### src/rtl/ex_pkg.sv
// ex_pkg: EX-stage ALU opcodes and multiply-sequencer state encoding
package ex_pkg;
  localparam logic [3:0] ALU_OP_ADD  = 4'b0000;
  localparam logic [3:0] ALU_OP_SUB  = 4'b0001;
  localparam logic [3:0] ALU_OP_AND  = 4'b0010;
  localparam logic [3:0] ALU_OP_OR   = 4'b0011;
  localparam logic [3:0] ALU_OP_XOR  = 4'b0100;
  localparam logic [3:0] ALU_OP_SLL  = 4'b0101;
  localparam logic [3:0] ALU_OP_SRL  = 4'b0110;
  localparam logic [3:0] ALU_OP_SRA  = 4'b0111;
  localparam logic [3:0] ALU_OP_SLT  = 4'b1000;
  localparam logic [3:0] ALU_OP_SLTU = 4'b1001;
  localparam logic [3:0] ALU_OP_LUI  = 4'b1010;
  localparam logic [3:0] ALU_OP_MUL  = 4'b1011;
  typedef enum logic [1:0] {MUL_IDLE = 2'd0, MUL_RUN = 2'd1, MUL_DONE = 2'd2} mul_state_e;
  function automatic logic is_mul(input logic [3:0] op);
    return op == ALU_OP_MUL;
  endfunction
endpackage

### src/rtl/ex_mul_dp.sv
// ex_mul_dp: shift-add multiply datapath; MUL_EARLY_EXIT_EN makes last fire when the multiplier runs out of set bits
module ex_mul_dp #(
  parameter int XLEN = 32,
  localparam int CW = $clog2(XLEN) + 1
) (
  input  logic            clk,
  input  logic            rst_n,
  input  logic            load,
  input  logic            step,
  input  logic            clear,
  input  logic [XLEN-1:0] a,
  input  logic [XLEN-1:0] b,
  output logic [XLEN-1:0] acc,
  output logic            last
);
  logic [XLEN-1:0] mcand, mplier;
  logic [CW-1:0] cnt;
  always_ff @(posedge clk or negedge rst_n)
    if (!rst_n) begin
      mcand  <= '0;
      mplier <= '0;
      acc    <= '0;
      cnt    <= '0;
    end else if (clear) begin
      mcand  <= '0;
      mplier <= '0;
      acc    <= '0;
      cnt    <= '0;
    end else if (load) begin
      mcand  <= a;
      mplier <= b;
      acc    <= '0;
      cnt    <= '0;
    end else if (step) begin
      acc    <= acc + (mplier[0] ? mcand : '0);
      mcand  <= mcand << 1;
      mplier <= mplier >> 1;
      cnt    <= cnt + 1'b1;
    end
`ifdef MUL_EARLY_EXIT_EN
  assign last = mplier[XLEN-1:1] == '0;
`else
  assign last = cnt == CW'(XLEN - 1);
`endif
endmodule

### src/rtl/ex_mul_seq.sv
// ex_mul_seq: iterative EX-stage multiply sequencer with pipeline stall; MUL_EARLY_EXIT_EN shortens runs for small multipliers
module ex_mul_seq import ex_pkg::*; #(
  parameter int XLEN = 32
) (
  input  logic            clk,
  input  logic            rst_n,
  input  logic            EX_valid,
  input  logic [3:0]      EX_alu_op,
  input  logic            EX_brn,
  input  logic [XLEN-1:0] EX_a,
  input  logic [XLEN-1:0] EX_b,
  input  logic            EX_flush,
  output logic            EX_stall,
  output logic            EX_mul_valid,
  output logic [XLEN-1:0] EX_mul_out,
  output logic            mul_busy
);
  mul_state_e state, state_nxt;
  logic start, load, step, clear, last, zero_b;
  assign start = EX_valid & ~EX_brn & is_mul(EX_alu_op) & ~EX_flush;
  assign load  = state == MUL_IDLE & start;
  assign step  = state == MUL_RUN & ~EX_flush;
  assign clear = state == MUL_RUN & EX_flush;
`ifdef MUL_EARLY_EXIT_EN
  assign zero_b = EX_b == '0;
`else
  assign zero_b = 1'b0;
`endif
  always_ff @(posedge clk or negedge rst_n)
    if (!rst_n) state <= MUL_IDLE;
    else state <= state_nxt;
  always_comb begin
    state_nxt = MUL_IDLE;
    if (load) state_nxt = zero_b ? MUL_DONE : MUL_RUN;
    else if (step) state_nxt = last ? MUL_DONE : MUL_RUN;
  end
  // stall only while a start is accepted or the loop is live, and never under reset
  assign EX_stall     = rst_n & (load | step);
  assign EX_mul_valid = state == MUL_DONE & ~EX_flush;
  assign mul_busy     = state != MUL_IDLE;
  ex_mul_dp #(.XLEN(XLEN)) u_dp (
    .clk   (clk),
    .rst_n (rst_n),
    .load  (load),
    .step  (step),
    .clear (clear),
    .a     (EX_a),
    .b     (EX_b),
    .acc   (EX_mul_out),
    .last  (last)
  );
endmodule

### config.mk
export PLATFORM = sky130hd
export DESIGN_NAME = ex_mul_seq
export DESIGN_NICKNAME = d
export VERILOG_FILES = /design/src/rtl/ex_pkg.sv /design/src/rtl/ex_mul_dp.sv /design/src/rtl/ex_mul_seq.sv
export SDC_FILE = /design/constraint.sdc
export NUM_CORES = 1
export LEC_CHECK = 0
export CAP_MARGIN = 10
export CORE_ASPECT_RATIO = 0.75
export CORE_MARGIN = 5
export CORE_UTILIZATION = 50
export CTS_CLUSTER_DIAMETER = 80
export DETAILED_ROUTE_END_ITERATION = 10
export PLACE_DENSITY = 0.76
export SYNTH_ARGS = -nofsm -noshare
export SYNTH_HDL_FRONTEND = slang
export SYNTH_SLANG_ARGS = --single-unit
### constraint.sdc
create_clock -name clk -period 3.3 [get_ports clk]
set_input_delay 0.495 -clock clk [delete_from_list [all_inputs] [get_ports clk]]
set_output_delay 0.495 -clock clk [all_outputs]
set_load 0.05 [all_outputs]
; ---- Word level (Yosys, flattened, before mapping)
; Cells that the tools add are included.
[classes]
add_sub_neg = 2
eq_ne = 4
muxes = 16
n_bitwise = 11
n_reduce_logical = 3
[ops]
columns = operator, count
row1 = $mux 32, 10
row2 = $add 32x32->32, 1
row3 = $mux 6, 3
row4 = $and 1x1->1, 8
row5 = $add 6x1->6 const B, 1
row6 = $eq 6x5->1 const B, 1
row7 = $mux 2, 3
row8 = $eq 4x4->1 const B, 1
row9 = $reduce_bool 3->1, 1
row10 = $eq 2x1->1 const B, 1
row11 = $eq 2x2->1 const B, 1
row12 = $logic_not 2->1, 1
row13 = $not 1->1, 2
row14 = $reduce_bool 2->1, 1
row15 = $or 1x1->1, 1
[totals]
ff_bits = 104
inputBits = 73

; ---- Depth between registers and ports, before layout
[depth]
word_depth = 7
depth_mapped = 14
ltp_nobuf = 14

; ---- By module
; A second synthesis with hierarchy kept.
[unflattened]
hier_cells = 807
hier_area_um2 = 6886.6
[by_module_without_submodules]
columns = mod, n_inst, cells_per_inst, area_per_inst_um2
row1 = ex_mul_dp, 1, 791, 6749.0
row2 = ex_mul_seq, 1, 16, 137.6

; ---- Worst setup path after synthesis
; No wires, ideal clock.
[synth_timing]
path_type = reg2reg
start = register u_dp.acc[0]
end = register u_dp.acc[28]
arrival_time_ns = 2.794
required_ns = 3.217
slack_ns = 0.423
stages_incl_launch_ff = 14
path_buffers = 0
path_cell_list = dfrtp_1 -> ha_1 -> inv_1 -> fa_1 -> nor2b_1 -> o2111ai_1 -> a31oi_1 -> o21a_1 -> o21ai_0 -> o21a_1 -> o21ai_0 -> a21oi_1 -> xor2_1 -> o21ai_0
[synth_via]
elab_chain_cells = 4
[synth_lines]
columns = element, line
row1 = from (decl), ex_mul_dp.sv:13  ; output logic [XLEN-1:0] acc,
row2 = from (signal assigned), ex_mul_dp.sv:35  ; acc <= acc + (mplier[0] ? mcand : '0);
row3 = $add 32x32->32, ex_mul_dp.sv:35
row4 = $mux 32, ex_mul_dp.sv:34  ; end else if (step) begin
row5 = $mux 32, ex_mul_dp.sv:29  ; end else if (load) begin
row6 = $mux 32, ex_mul_dp.sv:24  ; end else if (clear) begin
; Every way passes these cells. The select of a mux whose other input is x is not followed.
; A chain may end at the register's enable or synchronous reset.

; ---- Worst setup path after layout
[layout_timing]
start = register u_dp.mplier[0]
end = register u_dp.acc[31]
[layout_via]
elab_chain_cells = 5
[layout_lines]
columns = element, line
row1 = from (decl), ex_mul_dp.sv:16  ; logic [XLEN-1:0] mcand, mplier;
row2 = from (signal assigned), ex_mul_dp.sv:37  ; mplier <= mplier >> 1;
row3 = $mux 32, ex_mul_dp.sv:35
row4 = $add 32x32->32, ex_mul_dp.sv:35
row5 = $mux 32, ex_mul_dp.sv:34
row6 = $mux 32, ex_mul_dp.sv:29
row7 = $mux 32, ex_mul_dp.sv:24
; Every way passes these cells. The select of a mux whose other input is x is not followed.

==> results.json <==
{
  "cts_buffers": 9,
  "ff2ff_setup_slack_ps": 150,
  "yosys-top-cells-area": "sky130_fd_sc_hd__dfrtp_1, sky130_fd_sc_hd__o21ai_0, sky130_fd_sc_hd__nor3b_1, sky130_fd_sc_hd__a21oi_1, sky130_fd_sc_hd__nand2_1",
  "synth.lib_cells_used.distinct": 49,
  "power_frac_comb_pct": 26.3,
  "tns_ps": 0,
  "gr-usage-all-layers_pct": 21.2,
  "ys_ff_latch": 104,
  "regToRegStartpoint": "u_dp.mplier[0]$_DFFE_PN0P_",
  "routabilityCongestion": 0.880,
  "status": "complete, no violations",
  "fin_skew_ps": 7.03,
  "power.share.switching_pct": 33.9,
  "max_cap_viol_count": 0,
  "global_route_wire_length_before_repair_um": 26700,
  "layout.nets": 933,
  "num_io_pins": 108,
  "cp_cell_sequence": "buf_4 > and2_1 > ha_1 > nand4_1 > o221ai_1 > o21ai_1 > a21o_1 > a211o_1 > a311oi_1 > a211o_2 > mux2i_1 > o211ai_1",
  "r2r_cells": 12,
  "timing.final.max_slew_violations": 0,
  "layout.cells.most_common": "sky130_fd_sc_hd__nand2_1",
  "report.final.hold_viol_count": 0,
  "post_cts_hold_buffer_count": 0,
  "worstPathRequired_ps": 3530,
  "io_buffer_count": 107,
  "clk_pin_slew_ps": 80,
  "setup_viol": 0,
  "mostFrequentLayoutCells": "sky130_fd_sc_hd__nand2_1, sky130_fd_sc_hd__o21ai_0, sky130_fd_sc_hd__clkdlybuf4s50_1, sky130_fd_sc_hd__dfrtp_1, sky130_fd_sc_hd__a21oi_1",
  "worst_slew_margin_rel_pct": 42.1,
  "drt.antenna.violating_nets": 0,
  "cp_slowest_stage_delay_ps": 470,
  "drive_above_1_share_pct": 5.29,
  "detailroute.via_count": 5626,
  "clock_power_share_pct": 29.1,
  "max_clock_freq_mhz": 318,
  "regToRegEndpoint": "u_dp.acc[31]$_DFFE_PN0P_",
  "synth_flop_cell": "sky130_fd_sc_hd__dfrtp_1",
  "gr-total-overflow": 0,
  "synth.yosys.seq_area_share_pct": 40.9,
  "remaining_drc_errors": 0,
  "drt_iter0_markers": 453,
  "clock_tree.htree_level_count": 3,
  "root_buf_cell": "sky130_fd_sc_hd__clkbuf_16",
  "internal-power_mw": 2.39,
  "synthDominantAreaCellType": "sky130_fd_sc_hd__dfrtp_1",
  "timing.critical_path.slowest_stage_cell": "sky130_fd_sc_hd__dfrtp_2",
  "netlist.area_leader.share_pct": 40.9,
  "core-area_um2": 12300,
  "firstDrtPassIters": 5,
  "synth-async-reset-ratio_pct": 100,
  "timing.final.crit_period_ps": 3150,
  "dpl_cell_area_um2": 7530,
  "critical_path.endpoint_type": "flop",
  "critPathBufInv": 1,
  "timing_worst_setup_path_type": "flop to flop",
  "antennaDiodeCount": 0,
  "areaGrowthSynthToFinish_pct": 23.5,
  "p_per_area_nw_per_um2": 461,
  "dominant_delay_contributor_by_cell_family_on_the_critical_path": "compound AO/OA/AOI/OAI gates",
  "row_count": 35,
  "seqPwrFrac_pct": 44.6,
  "yosysWarnings": 0,
  "place_hpwl_um": 11000,
  "syn_area_per_cell_um2": 8.50,
  "cellLeakagePower_nw": 3.28,
  "rsz0062_at_grt": "no",
  "worst_setup_path_startpoint": "u_dp.mplier[0]$_DFFE_PN0P_",
  "critPathLaunchType": "flop",
  "clock_tree_from_tritoncts": "yes",
  "via_count_of_the_first_global_routing_pass": 5528,
  "switching_power_of_the_nets_mw": 1.23,
  "netlist_area_um2": 6360,
  "wire_per_inst_um": 15.9,
  "initial_core_util_pct": 51.5,
  "worst_hold_path_type": "input pin to asynchronous set/reset pin",
  "height_of_the_die_um": 108,
  "cts_sinks": 104,
  "cts_max_path_buffers": 2,
  "worst_skew_pair.late_latency_ps": 350,
  "ir_drop_uv": 307,
  "finalCritPeriodShare_pct": 95.4,
  "initial_antenna_violation_count": 0,
  "grt_max_degree": 132,
  "syn-num-nets": 854,
  "floorplan.die_area_um2": 15100,
  "timing.critical_path.fanout_max": 9,
  "crit_arrival_ps": 3370,
  "drt-total-wl_um": 15900,
  "via_per_inst": 5.64,
  "post-route-cell-area_um2": 7850,
  "worst_slew_pin_slew_ps": 864,
  "die_width_um": 140,
  "edff_count_synth": 0,
  "synthesis.instances": 748
}
final cells by class:
class	count	area [µm²]
tap	166	208
multi-input combinational	587	3560
clock inverter	7	62.6
clock buffer	9	225
sequential	104	2600
fill	1040	4500
inverter	7	26.3
timing repair buffer	118	1170
cells in the mapped netlist, drive strengths merged (3+ instances only):
cell type / instances
xor2: 16
nand2b: 3
ha: 32
inv: 7
clkbuf: 41
nor2b: 3
a21oi: 92
nor3b: 66
nor3: 7
o21ai: 111
nor2: 16
a211oi: 3
dfrtp: 104
or2: 3
a22o: 3
nand2: 121
o211ai: 3
and2: 33
nand4: 3
a31oi: 4
o21bai: 6
xnor2: 14
o21a: 4
buf: 9
a21o: 18
nand3: 7
metal layers:
metal,global-route usage (%),vias up,part of all wire (%)
met5,0,-,0
met4,4.50,0,0.97
met3,4.09,18,4.5
met2,34.1,141,46
met1,29.9,2685,49
li1,-,2782,-
power by group through the flow:
stage          logic (mW)  clock network (mW)  registers, mW
6_report            0.951                1.05           1.61
3_3_place_gp        0.915                   0           1.63
4_1_cts             0.946                1.08           1.61
2_1_floorplan       0.408                   0           1.79
5_1_grt              1.04                1.13           1.64
3_5_place_dp        0.942                   0           1.64
kinds of logic (layout without fill, tap and decap cells):
| family | after synthesis | after routing | share of synthesized area (%) |
|---|---|---|---|
| compound gates | 253 | 253 | 22.1 |
| xor+xnor | 30 | 30 | 4.13 |
| fa+ha+maj | 33 | 33 | 6.61 |
| buf+inv | 57 | 141 | 3.62 |
| flops | 104 | 104 | 40.9 |
| mux | 1 | 1 | 0.157 |
| simple gates | 270 | 270 | 22.4 |
metrics by stage:
stage	cells	hold WS [ps]	utilization [%]	worst slack, ps	power [mW]
floorplan	748	199	-	423	2.20
global placement	980	508	61.0	138	2.54
detailed placement	980	511	61.0	47.0	2.58
CTS	996	334	63.3	12.3	3.64
global route	998	374	63.6	13.5	3.81
finish	998	306	63.6	152	3.62
registers in the layout, indices dropped and copies added (netlist names):
signal / cells
u_dp.mcand: 32
u_dp.mplier: 32
state: 2
u_dp.cnt: 6
u_dp.acc: 32
worst max-delay path by stage:
stage | to | slack [ps] | depth (start not counted)
after global placement | u_dp.acc[28]$_DFFE_PN0P_ | 140 | 14
after CTS | u_dp.acc[28]$_DFFE_PN0P_ | 10 | 14
after global routing | u_dp.acc[31]$_DFFE_PN0P_ | 10 | 12
final | u_dp.acc[31]$_DFFE_PN0P_ | 150 | 12
after floorplan | u_dp.acc[28]$_DFFE_PN0P_ | 420 | 13
after detailed placement | u_dp.acc[28]$_DFFE_PN0P_ | 50 | 14
what timing repair did:
action                                  in CTS  in global routing
setup buffers                                0                  2
endpoints found under the hold margin        0                  0
gates resized for setup                      0                  5
endpoints found under the setup margin       0                  9
No activity file was read; power rests on OpenSTA's default activity.
==> RTL edit (config.mk and constraints unchanged) <==
Make the reset (`rst_n`) synchronous in 2 clocked blocks.
--- a/src/rtl/ex_mul_dp.sv
+++ b/src/rtl/ex_mul_dp.sv
@@ -16,5 +16,5 @@
   logic [XLEN-1:0] mcand, mplier;
   logic [CW-1:0] cnt;
-  always_ff @(posedge clk or negedge rst_n)
+  always_ff @(posedge clk)
     if (!rst_n) begin
       mcand  <= '0;
--- a/src/rtl/ex_mul_seq.sv
+++ b/src/rtl/ex_mul_seq.sv
@@ -27,5 +27,5 @@
   assign zero_b = 1'b0;
 `endif
-  always_ff @(posedge clk or negedge rst_n)
+  always_ff @(posedge clk)
     if (!rst_n) state <= MUL_IDLE;
     else state <= state_nxt;
Check against the original RTL: differs if rst_n is asserted again (counterexample within 4 cycles, from zero or initial values and one cycle with rst_n low); with rst_n held inactive, the same outputs for 4 cycles.
==> RTL edit against the original RTL <==
Final cell count up 2.7%. Clock skew up 0.0042 ns. Routed wire length up 7.7%. Setup slack better by 0.088 ns. First-iteration DRC count up 13%. Design area down 4.3%. Sequential cell count unchanged. Area after synthesis down 5.0%. Sequential share of layout area down 5.5 points. Largest cell class unchanged.
Power is not compared: it rests on default switching activity, and its combinational part moved more than twofold at a synthesized area within 25%.
==> RTL edit: results (changes against the original RTL) <==
* Status: complete, no violations
* Min-Delay Path Depth at 2
* Max VDD drop at 252 uV
* Area contributors post-synth: dfxtp_1 34%, nand2_1 10%, ha_1 6.6%
* Top cells by count, synth: 161 x nand2_1, 104 x dfxtp_1, 76 x a21oi_1
* Async SR Flop Fraction at 0 (-1.00)
* Reg2Reg Capture Point: u_dp.acc[24]
* Worst-path clk slew at 0.08 ns (about the same)
* Share of layout cells above drive strength 1 at 0.0579 (+0.00505)
* Syn_nets at 888 (+4.0%)
* CTS Buffer Depth at 2 (unchanged)
* Vias in the first global route at 5702 (+3.1%)
* Via density at 5.92 (+5.0%)
* Crit path DAT at 3.27 ns (-0.10 ns)
* Setup slack after placement at 0.332 ns (+0.285 ns)
* Layout net count at 964 (+3.3%)
* Largest net degree at the start of global routing at 65 (-51%)
* R2r setup slk at 0.24 ns (+0.09 ns)
* Top fanout value on the critical path at 3 (-6)
* Maximum clock frequency at 0.327 GHz (+2.9%)
* Worst Hold End: u_dp.mplier[12]
* Reg-to-reg critical path startpoint: u_dp.mcand[0]
* Gr usage total at 0.239 (+0.0272)
* Clock root cell: clkbuf_16
* First-pass GRT wire length at 28300 um (+5.9%)
* WL/cell at 16.7 um (+4.8%)
* HP Class: reg2reg
* Post_cts resized at 0 (unchanged)
* Max-slew headroom at 0.223 (-0.198)
* Detail Placement HPWL at 12700 um (+16%)
* 1st-iter DRT viols at 514 (+13%)
* Global placer's final weighted congestion at 0.933 (+6.0%)
* Skew final at 0.0112 ns (+0.00417 ns)
* Worst R2R Path Depth at 11 (-1)
* Seq/Total Area, Yosys at 0.345 (-0.0646)
* Netlist cell types at 61 (+24%)
* CTS HTree Levels at 3 (unchanged)
[RTL edit: power breakdown]
part | internal [mW] | switching (mW) | total, mW
registers | 1.26 | 0.00338 | 1.26
clock network | 0.535 | 0.530 | 1.06
logic | 0.0853 | 0.0505 | 0.136
total | 1.88 | 0.584 | 2.46
[RTL edit: layer usage]
| metal | vias up | routed length (um) | GRT usage |
|---|---|---|---|
| li1 | 2943 | - | - |
| met1 | 2903 | 8280 | 0.352 |
| met2 | 203 | 7630 | 0.362 |
| met3 | 17 | 1040 | 0.0461 |
| met4 | 0 | 187 | 0.0520 |
| met5 | - | 0 | 0 |
[RTL edit: cell type report]
type / instances / area [um2]
clock buffers: 9 / 225
clock inverters: 7 / 71.3
fillers: 1045 / 4180
flip-flops and latches: 104 / 2080
well taps: 162 / 203
multi-input cells: 615 / 3720
repair buffers: 122 / 1190
inverters: 6 / 22.5
[RTL edit: stage by stage]
| step | hold slack (ns) | cell area, um2 | cells |
|---|---|---|---|
| finish | 0.458 | 7520 | 1025 |
| global route | 0.472 | 7520 | 1025 |
| CTS | 0.458 | 7520 | 1025 |
| detailed placement | 0.447 | 7220 | 1009 |
| global placement | 0.442 | 7220 | 1009 |
| floorplan | 0.436 | 6040 | 782 |
[RTL edit: worst max-delay path by stage]
| stage | startpoint | endpoint |
|---|---|---|
| 2_1_floorplan | u_dp.mplier[0] | u_dp.acc[24] |
| 3_3_place_gp | u_dp.mcand[0] | u_dp.acc[24] |
| 3_5_place_dp | u_dp.mcand[0] | u_dp.acc[28] |
| 4_1_cts | u_dp.mcand[0] | u_dp.acc[24] |
| 5_1_grt | u_dp.mcand[0] | u_dp.acc[24] |
| 6_report | u_dp.mcand[0] | u_dp.acc[24] |
[RTL edit: logic make-up after synthesis]
group | count (synthesis) | synth area share
AO/OA/AOI/OAI | 230 | 0.258
XOR/XNOR | 27 | 0.0392
adder cells (fa/ha/maj) | 33 | 0.0696
buffers and inverters | 63 | 0.0408
flip-flops | 104 | 0.345
multiplexers | 3 | 0.00497
AND/OR/NAND/NOR | 322 | 0.243
[RTL edit: critical path, cell delays in order (launching register included)]
cell and delay, ns:
dfxtp_1 0.33, and2_1 0.16, ha_1 0.21, fa_1 0.43
a211oi_2 0.30, o21a_1 0.22, o21bai_1 0.12, nor4_2 0.36
o21ai_1 0.24, a41oi_1 0.30, xor2_1 0.16, o21ai_0 0.08
